**config.mk**
```make
export PLATFORM = sky130hd
export DESIGN_NAME = uart_rx_flat
export DESIGN_NICKNAME = d
export VERILOG_FILES = /design/src/rtl/uart_rx_if.sv /design/src/rtl/uart_rx.sv /design/src/flat_wrapper.sv
export SDC_FILE = /design/constraint.sdc
export NUM_CORES = 1
export LEC_CHECK = 0
export CAP_MARGIN = 20
export CORE_UTILIZATION = 55
export DETAILED_ROUTE_END_ITERATION = 10
export PLACE_DENSITY = 0.75
export SLEW_MARGIN = 0
export SYNTH_ARGS = -nofsm -noshare
export SYNTH_HDL_FRONTEND = slang
export SYNTH_SLANG_ARGS = --single-unit
```
**constraint.sdc**
```tcl
create_clock -name FPGA_CLK1_50 -period 1.77 [get_ports FPGA_CLK1_50]
set_input_delay 0.354 -clock FPGA_CLK1_50 [delete_from_list [all_inputs] [get_ports FPGA_CLK1_50]]
set_output_delay 0.354 -clock FPGA_CLK1_50 [all_outputs]
set_load 0.02 [all_outputs]
```
**src/rtl/uart_rx_if.sv**
```systemverilog
// Receive-side handshake bundle: parallel byte, strobes and line status.
interface uart_rx_if;
  logic [7:0] rx_data;
  logic       rx_data_ready;
  logic       rx_framing_error;
  logic       rx_busy;
  logic       rx_idle;

  modport master (
    output rx_data,
    output rx_data_ready,
    output rx_framing_error,
    output rx_busy,
    output rx_idle
  );

  modport slave (
    input rx_data,
    input rx_data_ready,
    input rx_framing_error,
    input rx_busy,
    input rx_idle
  );
endinterface

```
**src/rtl/uart_rx.sv**
```systemverilog
// 8N1 oversampling UART receiver with internal fractional tick generator,
// break handling and line-idle detection.
module uart_rx #(
  parameter int unsigned CLK_FREQUENCY = 50_000_000,
  parameter int unsigned BAUD_RATE     = 115200,
  parameter int unsigned OVERSAMPLING  = 8
) (
  input  logic      FPGA_CLK1_50,
  input  logic      reset,
  input  logic      rxd,
  uart_rx_if.master rx
);

  localparam int unsigned DIV      = CLK_FREQUENCY / (BAUD_RATE * OVERSAMPLING);
  localparam int unsigned ACC_W    = $clog2(DIV + 1) + 8;
  localparam logic [63:0] NUM      = (64'(BAUD_RATE) * 64'(OVERSAMPLING)) << ACC_W;
  localparam logic [63:0] INC_FULL = (NUM * 64'd2 + 64'(CLK_FREQUENCY)) / (64'(CLK_FREQUENCY) * 64'd2);
  localparam logic [ACC_W:0] INC   = INC_FULL[ACC_W:0];

  localparam logic [3:0]  HALF     = 4'(OVERSAMPLING / 2 - 1);
  localparam logic [3:0]  LAST     = 4'(OVERSAMPLING - 1);
  localparam int unsigned IDLE_MAX = 2 * OVERSAMPLING;
  localparam int unsigned IW       = $clog2(IDLE_MAX + 1);

  typedef enum logic [2:0] {IDLE, START, DATA, STOP, BREAK} state_t;

  state_t         state, state_n;
  logic [ACC_W:0] acc;
  logic           tick;
  logic [1:0]     sync;
  logic           rxs;
  logic [3:0]     cnt, cnt_n;
  logic [2:0]     idx, idx_n;
  logic [7:0]     shreg, shreg_n;
  logic [7:0]     data_q, data_n;
  logic           ready_q, ready_n;
  logic           ferr_q, ferr_n;
  logic           busy_q;
  logic [IW-1:0]  idle_cnt, idle_n;

  assign tick = acc[ACC_W];
  assign rxs  = sync[1];

  always_ff @(posedge FPGA_CLK1_50 or posedge reset) begin
    if (reset) begin
      acc  <= '0;
      sync <= '1;
    end else begin
      acc  <= {1'b0, acc[ACC_W-1:0]} + INC;
      sync <= {sync[0], rxd};
    end
  end

  always_ff @(posedge FPGA_CLK1_50 or posedge reset) begin
    if (reset) begin
      state    <= IDLE;
      cnt      <= '0;
      idx      <= '0;
      shreg    <= '0;
      data_q   <= '0;
      ready_q  <= 1'b0;
      ferr_q   <= 1'b0;
      busy_q   <= 1'b0;
      idle_cnt <= '0;
    end else begin
      state    <= state_n;
      cnt      <= cnt_n;
      idx      <= idx_n;
      shreg    <= shreg_n;
      data_q   <= data_n;
      ready_q  <= ready_n;
      ferr_q   <= ferr_n;
      busy_q   <= (state_n != IDLE);
      idle_cnt <= idle_n;
    end
  end

  always_comb begin
    state_n = state;
    cnt_n   = cnt;
    idx_n   = idx;
    shreg_n = shreg;
    data_n  = data_q;
    ready_n = 1'b0;
    ferr_n  = 1'b0;
    if (tick) begin
      unique case (state)
        IDLE: begin
          if (!rxs) begin
            state_n = START;
            cnt_n   = '0;
          end
        end
        START: begin
          if (cnt == HALF) begin
            cnt_n = '0;
            if (!rxs) begin
              state_n = DATA;
              idx_n   = '0;
            end else begin
              state_n = IDLE;
            end
          end else begin
            cnt_n = cnt + 4'd1;
          end
        end
        DATA: begin
          if (cnt == LAST) begin
            shreg_n = {rxs, shreg[7:1]};
            cnt_n   = '0;
            idx_n   = idx + 3'd1;
            if (idx == 3'd7) state_n = STOP;
          end else begin
            cnt_n = cnt + 4'd1;
          end
        end
        STOP: begin
          if (cnt == LAST) begin
            cnt_n = '0;
            if (rxs) begin
              data_n  = shreg;
              ready_n = 1'b1;
              state_n = IDLE;
            end else begin
              ferr_n  = 1'b1;
              state_n = BREAK;
            end
          end else begin
            cnt_n = cnt + 4'd1;
          end
        end
        BREAK: begin
          // Wait for the line to recover so a held-low line is not re-read as starts.
          if (rxs) state_n = IDLE;
        end
        default: state_n = IDLE;
      endcase
    end
  end

  always_comb begin
    idle_n = idle_cnt;
    if (state != IDLE) begin
      idle_n = '0;
    end else if (tick) begin
      if (!rxs) idle_n = '0;
      else if (idle_cnt != IW'(IDLE_MAX)) idle_n = idle_cnt + IW'(1);
    end
  end

  assign rx.rx_data          = data_q;
  assign rx.rx_data_ready    = ready_q;
  assign rx.rx_framing_error = ferr_q;
  assign rx.rx_busy          = busy_q;
  assign rx.rx_idle          = (idle_cnt == IW'(IDLE_MAX));

endmodule

```
**src/flat_wrapper.sv**
```systemverilog
// flat-port wrapper written by rule: the top's interface ports become plain ports
module uart_rx_flat 
#(
  parameter int unsigned CLK_FREQUENCY = 50_000_000,
  parameter int unsigned BAUD_RATE     = 115200,
  parameter int unsigned OVERSAMPLING  = 8
)
  (FPGA_CLK1_50, reset, rxd, rx_rx_data, rx_rx_data_ready, rx_rx_framing_error, rx_rx_busy, rx_rx_idle);
  uart_rx_if rx_i ();
  input  logic FPGA_CLK1_50;
  input  logic reset;
  input  logic rxd;
  output wire logic [$bits(rx_i.rx_data)-1:0] rx_rx_data;
  output wire logic [$bits(rx_i.rx_data_ready)-1:0] rx_rx_data_ready;
  output wire logic [$bits(rx_i.rx_framing_error)-1:0] rx_rx_framing_error;
  output wire logic [$bits(rx_i.rx_busy)-1:0] rx_rx_busy;
  output wire logic [$bits(rx_i.rx_idle)-1:0] rx_rx_idle;
  assign rx_rx_data = rx_i.rx_data;
  assign rx_rx_data_ready = rx_i.rx_data_ready;
  assign rx_rx_framing_error = rx_i.rx_framing_error;
  assign rx_rx_busy = rx_i.rx_busy;
  assign rx_rx_idle = rx_i.rx_idle;
  uart_rx #(.CLK_FREQUENCY(CLK_FREQUENCY), .BAUD_RATE(BAUD_RATE), .OVERSAMPLING(OVERSAMPLING)) u_core (.FPGA_CLK1_50(FPGA_CLK1_50), .reset(reset), .rxd(rxd), .rx(rx_i));
endmodule
```
==> results of run 1 <==
==> cell usage in the layout (no fill, tap or decap), drive strengths merged, types with 3 or more instances in the layout <==
cell / instances
dfrtp: 48
mux2: 18
inv: 16
nand2: 15
clkdlybuf4s50: 13
nor2: 10
o21ai: 9
buf: 9
xnor2: 8
nor2b: 7
clkbuf: 7
a21oi: 6
ha: 6
xor2: 4
and3: 4
or3: 3
a22oi: 3
nand3: 3
nand2b: 3
nand4: 3
mux2i: 3
nor3b: 3
==> layer usage <==
layer	track usage	up-vias	share of wire
met2	0.331	22	0.52
met4	0.0521	0	0.0061
met3	0.0517	2	0.025
li1	-	756	-
met1	0.245	764	0.45
met5	0	-	0
==> worst max-delay path: cells and delay by family (launching register included) <==
kind	cells	cell delay, ps
adder cells (fa/ha/maj)	1	240
flip-flops	1	410
multiplexers	1	310
AND/OR/NAND/NOR	3	590
==> state kept, by name, indices dropped and copies added (netlist names) <==
register / count
u_core.acc: 14
u_core.cnt: 4
u_core.idle_cnt: 5
u_core.idx: 3
u_core.rx.rx_busy: 1
u_core.rx.rx_data: 8
u_core.rx.rx_data_ready: 1
u_core.rx.rx_framing_error: 1
u_core.shreg: 8
u_core.state: 3
u_core.sync: 2
==> path summary, 6_finish.rpt <==
check | end | from | slack [ps]
min in group asynchronous | u_core.acc[12] | reset | 380
worst min register to register | u_core.sync[1] | u_core.sync[0] | 360
max in group asynchronous | u_core.cnt[2] | reset | 910
worst max register to register | u_core.rx.rx_data[0] | u_core.cnt[0] | 120
worst max-delay path | u_core.rx.rx_data[0] | u_core.cnt[0] | 120
worst min-delay path | u_core.sync[1] | u_core.sync[0] | 360
==> power by group <==
group	leakage, nW	switching (mW)	internal (mW)
Combinational	0.670	0.0283	0.0126
Clock	0.0478	0.363	0.322
Sequential	0.648	0.000967	1.15
==> cell families (layout without fill, tap and decap cells) <==
group | after synthesis | after routing | synth area share
buffers and inverters | 21 | 47 | 0.0390
xor gates and xnor gates | 12 | 12 | 0.0437
and+or+nand+nor | 59 | 59 | 0.147
DFF | 50 | 50 | 0.522
muxes | 21 | 21 | 0.122
adders and majority gates | 6 | 6 | 0.0312
AOI/OAI and AO/OA | 34 | 34 | 0.0953
==> metrics by stage <==
stage / hold slack (ps) / instances
global route: 364 / 279
CTS: 361 / 279
detailed placement: 348 / 271
floorplan: 345 / 203
global placement: 347 / 271
finish: 361 / 279
==> final cells by class <==
type | instances | area (µm²) | share of cell area
inverter | 16 | 60.1 | 0.0218
sequential | 50 | 1250 | 0.456
clock inverter | 2 | 16.3 | 0.00592
clock buffer | 6 | 82.6 | 0.0300
timing repair buffer | 23 | 215 | 0.0783
multi-input combinational | 132 | 1060 | 0.385
tap | 50 | 62.6 | 0.0228
==> reports/metrics.csv, run 1 <==
metric,value,unit
status,"complete, no violations",
syn2layout_area_growth,14.4,%
period_minus_slack,1650,ps
fillers,294,
async_flop_share,1.00,
yosysUniqueCellTypes,48,
syn_inst,203,
relSlewSlack,0.720,
coreArea,0.00409,mm²
setup-tns-final,0,ps
drive_above_1_share,0.205,
yosysTopAreaCell,dfrtp_1,
finalCritPeriodShare,0.935,
reg2reg_depth,5,
nets,237,
postPlaceCellArea,0.00265,mm²
die_w,68.1,µm
rsz0062_at_grt,false,
root_buffer,clkbuf_8,
wl_per_cell,14.1,µm
p_total,1.87,mW
ctsHoldBuffers,0,
totalWireLength,3.92,mm
vias,1544,
utilization,0.673,
tritoncts,done,
drc,0,
grt_pass1_wl,6.63,mm
critPathRequiredTime,1950,ps
max_slew.worst_pin.slew,420,ps
hold_path_depth,0,
antenna_found_initial,0,
insertion_delay,290,ps
gp_congestion,0.839,
post_cts_resized,1,
cts_setup_buffers,0,
clkTransAtPathRegs,90,ps
finalHoldViolCount,0,
final_cell_area,0.00275,mm²
synth_area_leaders,"dfrtp_1, mux2_4, ha_1",
clock_sinks,50,
h-tree-depth,2,
postRouteAntennaNets,0,
clock_skew,5.10,ps
cp_slowest_cell,dfrtp_1,
initial_utilization,0.588,
syn_nets,212,
critPathLaunchType,flop,
firstDrtPassIters,5,
setup_violations,0,
seq_area_frac_synth,0.522,
slew_violations,0,
p_leak,1.37,nW
vias_per_cell,5.53,
grt_overflow,0,
cp_max_fo,9,
fmaxAchievable,604,MHz
max-clock-path-buffers,2,
die_area,0.00464,mm²
synth_edf_count,0,
pin_count,15,
numCtsBuffers,5,
crit_chain,ha_2 -> and4b_1 -> and3_4 -> nand2_8 -> mux2_4,
crit_path_end_kind,flop,
synth-main-ff-cell,dfrtp_1,
grt_usage,0.195,
fin_ws,115,ps
synth.avg_cell_area,11.8,µm²
antenna_cells,0,
yosys_warnings,0,
io_buffers,14,
hp-class,flop to flop,
worstPathArrival,1840,ps
num_rows,23,
pre_cts_slack,67.2,ps
netlist.area_leader.share,0.500,
yosys-top-cells-count,"dfrtp_1, mux2_4, inv_1",
yosysMostFrequentCell,dfrtp_1,
ir_drop,0.658,mV
grt_max_degree,24,
syn_area,0.00240,mm²
dp_hpwl,2.84,mm
max_cap_violations,0,
ys_seq_elements,50,
die-height,68.1,µm
drt-initial-drc-count,91,
slowest_delay,410,ps
crit_type,flop to flop,
grt_pass1_vias,1465,
power.density,681,mW/mm²
Note: power is estimated with default switching activity, not from simulation.
==> inputs of run 2 (changes only) <==
--- a/config.mk
+++ b/config.mk
@@ -6,9 +6,10 @@
 export NUM_CORES = 1
 export LEC_CHECK = 0
 export CAP_MARGIN = 20
-export CORE_UTILIZATION = 55
+export CORE_ASPECT_RATIO = 0.5
+export CORE_UTILIZATION = 35
 export DETAILED_ROUTE_END_ITERATION = 10
-export PLACE_DENSITY = 0.75
+export PLACE_DENSITY = 0.58
 export SLEW_MARGIN = 0
 export SYNTH_ARGS = -nofsm -noshare
 export SYNTH_HDL_FRONTEND = slang
==> run 2 against run 1 <==
  * Cell area grew 5.8%
  * Non-clock buffer count is 2 higher
  * Cell count up 14%
  * Routed wire length increased by 3.3%
  * Count of clock-buffer cells in the layout decreased by 1
  * Sequential share of layout area fell by 2.5 points
  * Maximum frequency up 0.58%
  * Largest power group is now clock
==> reports/metrics.csv, run 2 (synthesized netlist as in run 1, its figures left out) <==
metric,value,unit
status,"complete, no violations",
rsz0062_at_grt,false,
dp_hpwl,2.92,mm
wl_met3,118,µm
slowest_delay,400,ps
ctsHoldBuffers,0,
holdWs,338,ps
crit_type,flop to flop,
period_minus_slack,1650,ps
largest-register,u_core.acc,
r2r_end,u_core.rx.rx_busy,
r2r_slack,120,ps
largest_register_ffs,14,
initial_utilization,0.380,
tritoncts,done,
critical-path-top-delay-family,simple AND/OR/NAND/NOR gates,
die-height,60.6,µm
drive_above_1_share,0.216,
grt_usage,0.126,
wl_per_cell,12.7,µm
max_slew.worst_pin.slew,427,ps
p_seq_frac,0.477,
syn2layout_area_growth,21.0,%
wl_met2,1.94,mm
drc,0,
max-clock-path-buffers,2,
clock_skew,7.11,ps
nets,239,
crit_chain,ha_2 -> nor2b_2 -> and3_1 -> a21o_1 -> or3_1,
cts_setup_buffers,0,
startpoint,u_core.cnt[0],
grt_overflow,0,
setup_violations,0,
crit_path_end_kind,flop,
vias,1543,
die_w,119,µm
endpoint,u_core.rx.rx_busy,
fmaxAchievable,608,MHz
drt-initial-drc-count,43,
cp_num_cells,5,
grt_max_degree,25,
finalHoldViolCount,0,
numCtsBuffers,5,
worstPathArrival,1810,ps
final_cell_mix,"dfrtp_1, mux2_4, inv_1",
max_cap_violations,0,
r2r_start,u_core.cnt[0],
grt_pass1_wl,7.02,mm
postRouteAntennaNets,0,
num_rows,20,
p_total,2.41,mW
root_buffer,clkbuf_16,
netSwitchingFraction,0.181,
critical_path_buf_inv_count,0,
relSlewSlack,0.713,
p_leak,1.42,nW
ir_drop,0.416,mV
hp-class,primary input to asynchronous set/reset pin,
die_area,0.00722,mm²
cp_max_fo,5,
layout_commonest_cell,dfrtp_1,
pin_count,15,
fillers,560,
reg2reg_depth,5,
antenna_found_initial,0,
slew_violations,0,
power.internal,1.97,mW
finalCritPeriodShare,0.929,
io_buffers,14,
critPathLaunchType,flop,
h-tree-depth,2,
coreArea,0.00633,mm²
insertion_delay,280,ps
gp_congestion,0.741,
top_layer_used,met4,
vias_per_cell,4.84,
firstDrtPassIters,4,
totalWireLength,4.05,mm
antenna_cells,0,
wl_met1,1.97,mm
power.density,827,mW/mm²
power.share.clock,0.506,
clock_sinks,50,
share_comb_of_total_power,0.018,
cp_slowest_cell,dfrtp_1,
grt_pass1_vias,1529,
clkTransAtPathRegs,70,ps
critPathRequiredTime,1940,ps
setup-tns-final,0,ps
p_sw,0.435,mW
-- run 2: cell types whose count changed in the layout (fill, tap and decap cells not counted) --
cell / delta
inv_6: -1
nor2b_1: -1
clkbuf_16: +5
nor2b_2: +1
bufinv_16: +2
clkinv_4: +1
buf_4: +2
clkbuf_8: -6
clkinvlp_4: -1
-- run 2: power groups by stage --
stage               clock [mW]  combinational [mW]  sequential [mW]
floorplan                    0              0.0242             1.17
global placement             0              0.0446             1.17
detailed placement           0              0.0453             1.17
CTS                       1.25              0.0453             1.15
global route              1.30              0.0494             1.15
finish                    1.22              0.0426             1.15
-- run 2: worst min-delay path by stage --
stage / from / slack (ps) / endpoint
after floorplan: u_core.sync[0] / 350 / u_core.sync[1]
after global placement: u_core.sync[0] / 350 / u_core.sync[1]
after detailed placement: u_core.sync[0] / 350 / u_core.sync[1]
after CTS: reset / 340 / u_core.idx[0]
after global routing: reset / 360 / u_core.idx[0]
final: reset / 340 / u_core.idx[2]
-- run 2: final cells by class --
cell class	count	area, µm²	area share
clock buffer	5	125	0.0430
clock inverter	3	68.8	0.0237
timing repair buffer	25	230	0.0791
inverter	16	60.1	0.0206
sequential	50	1250	0.431
multi-input combinational	132	1060	0.365
tap	88	110	0.0378
-- run 2: layer usage --
layer	vias to the layer above	track usage
li1	763	-
met1	763	0.161
met2	15	0.212
met3	2	0.0367
met4	0	0.0380
met5	-	0
-- run 2: worst reg2reg max path, cell delays in order (launching register included) --
cell and delay (ps):
dfrtp_1 400, ha_2 230, nor2b_2 170, and3_1 180
a21o_1 190, or3_1 360
-- run 2: timing repair --
item	in CTS	in global routing
endpoints found under the setup margin	1	10
gates resized for setup	2	3
gates cloned	0	0
pin swaps	0	0
-- run 2: per-stage QoR --
step	instance area, µm²	worst slack (ps)	cells	utilization
6_report	2910	125	319	0.459
5_1_grt	2910	49.7	319	0.459
4_1_cts	2910	22.6	319	0.459
3_5_place_dp	2720	44.3	311	0.429
3_3_place_gp	2720	75.2	311	0.429
2_1_floorplan	2400	187	203	-
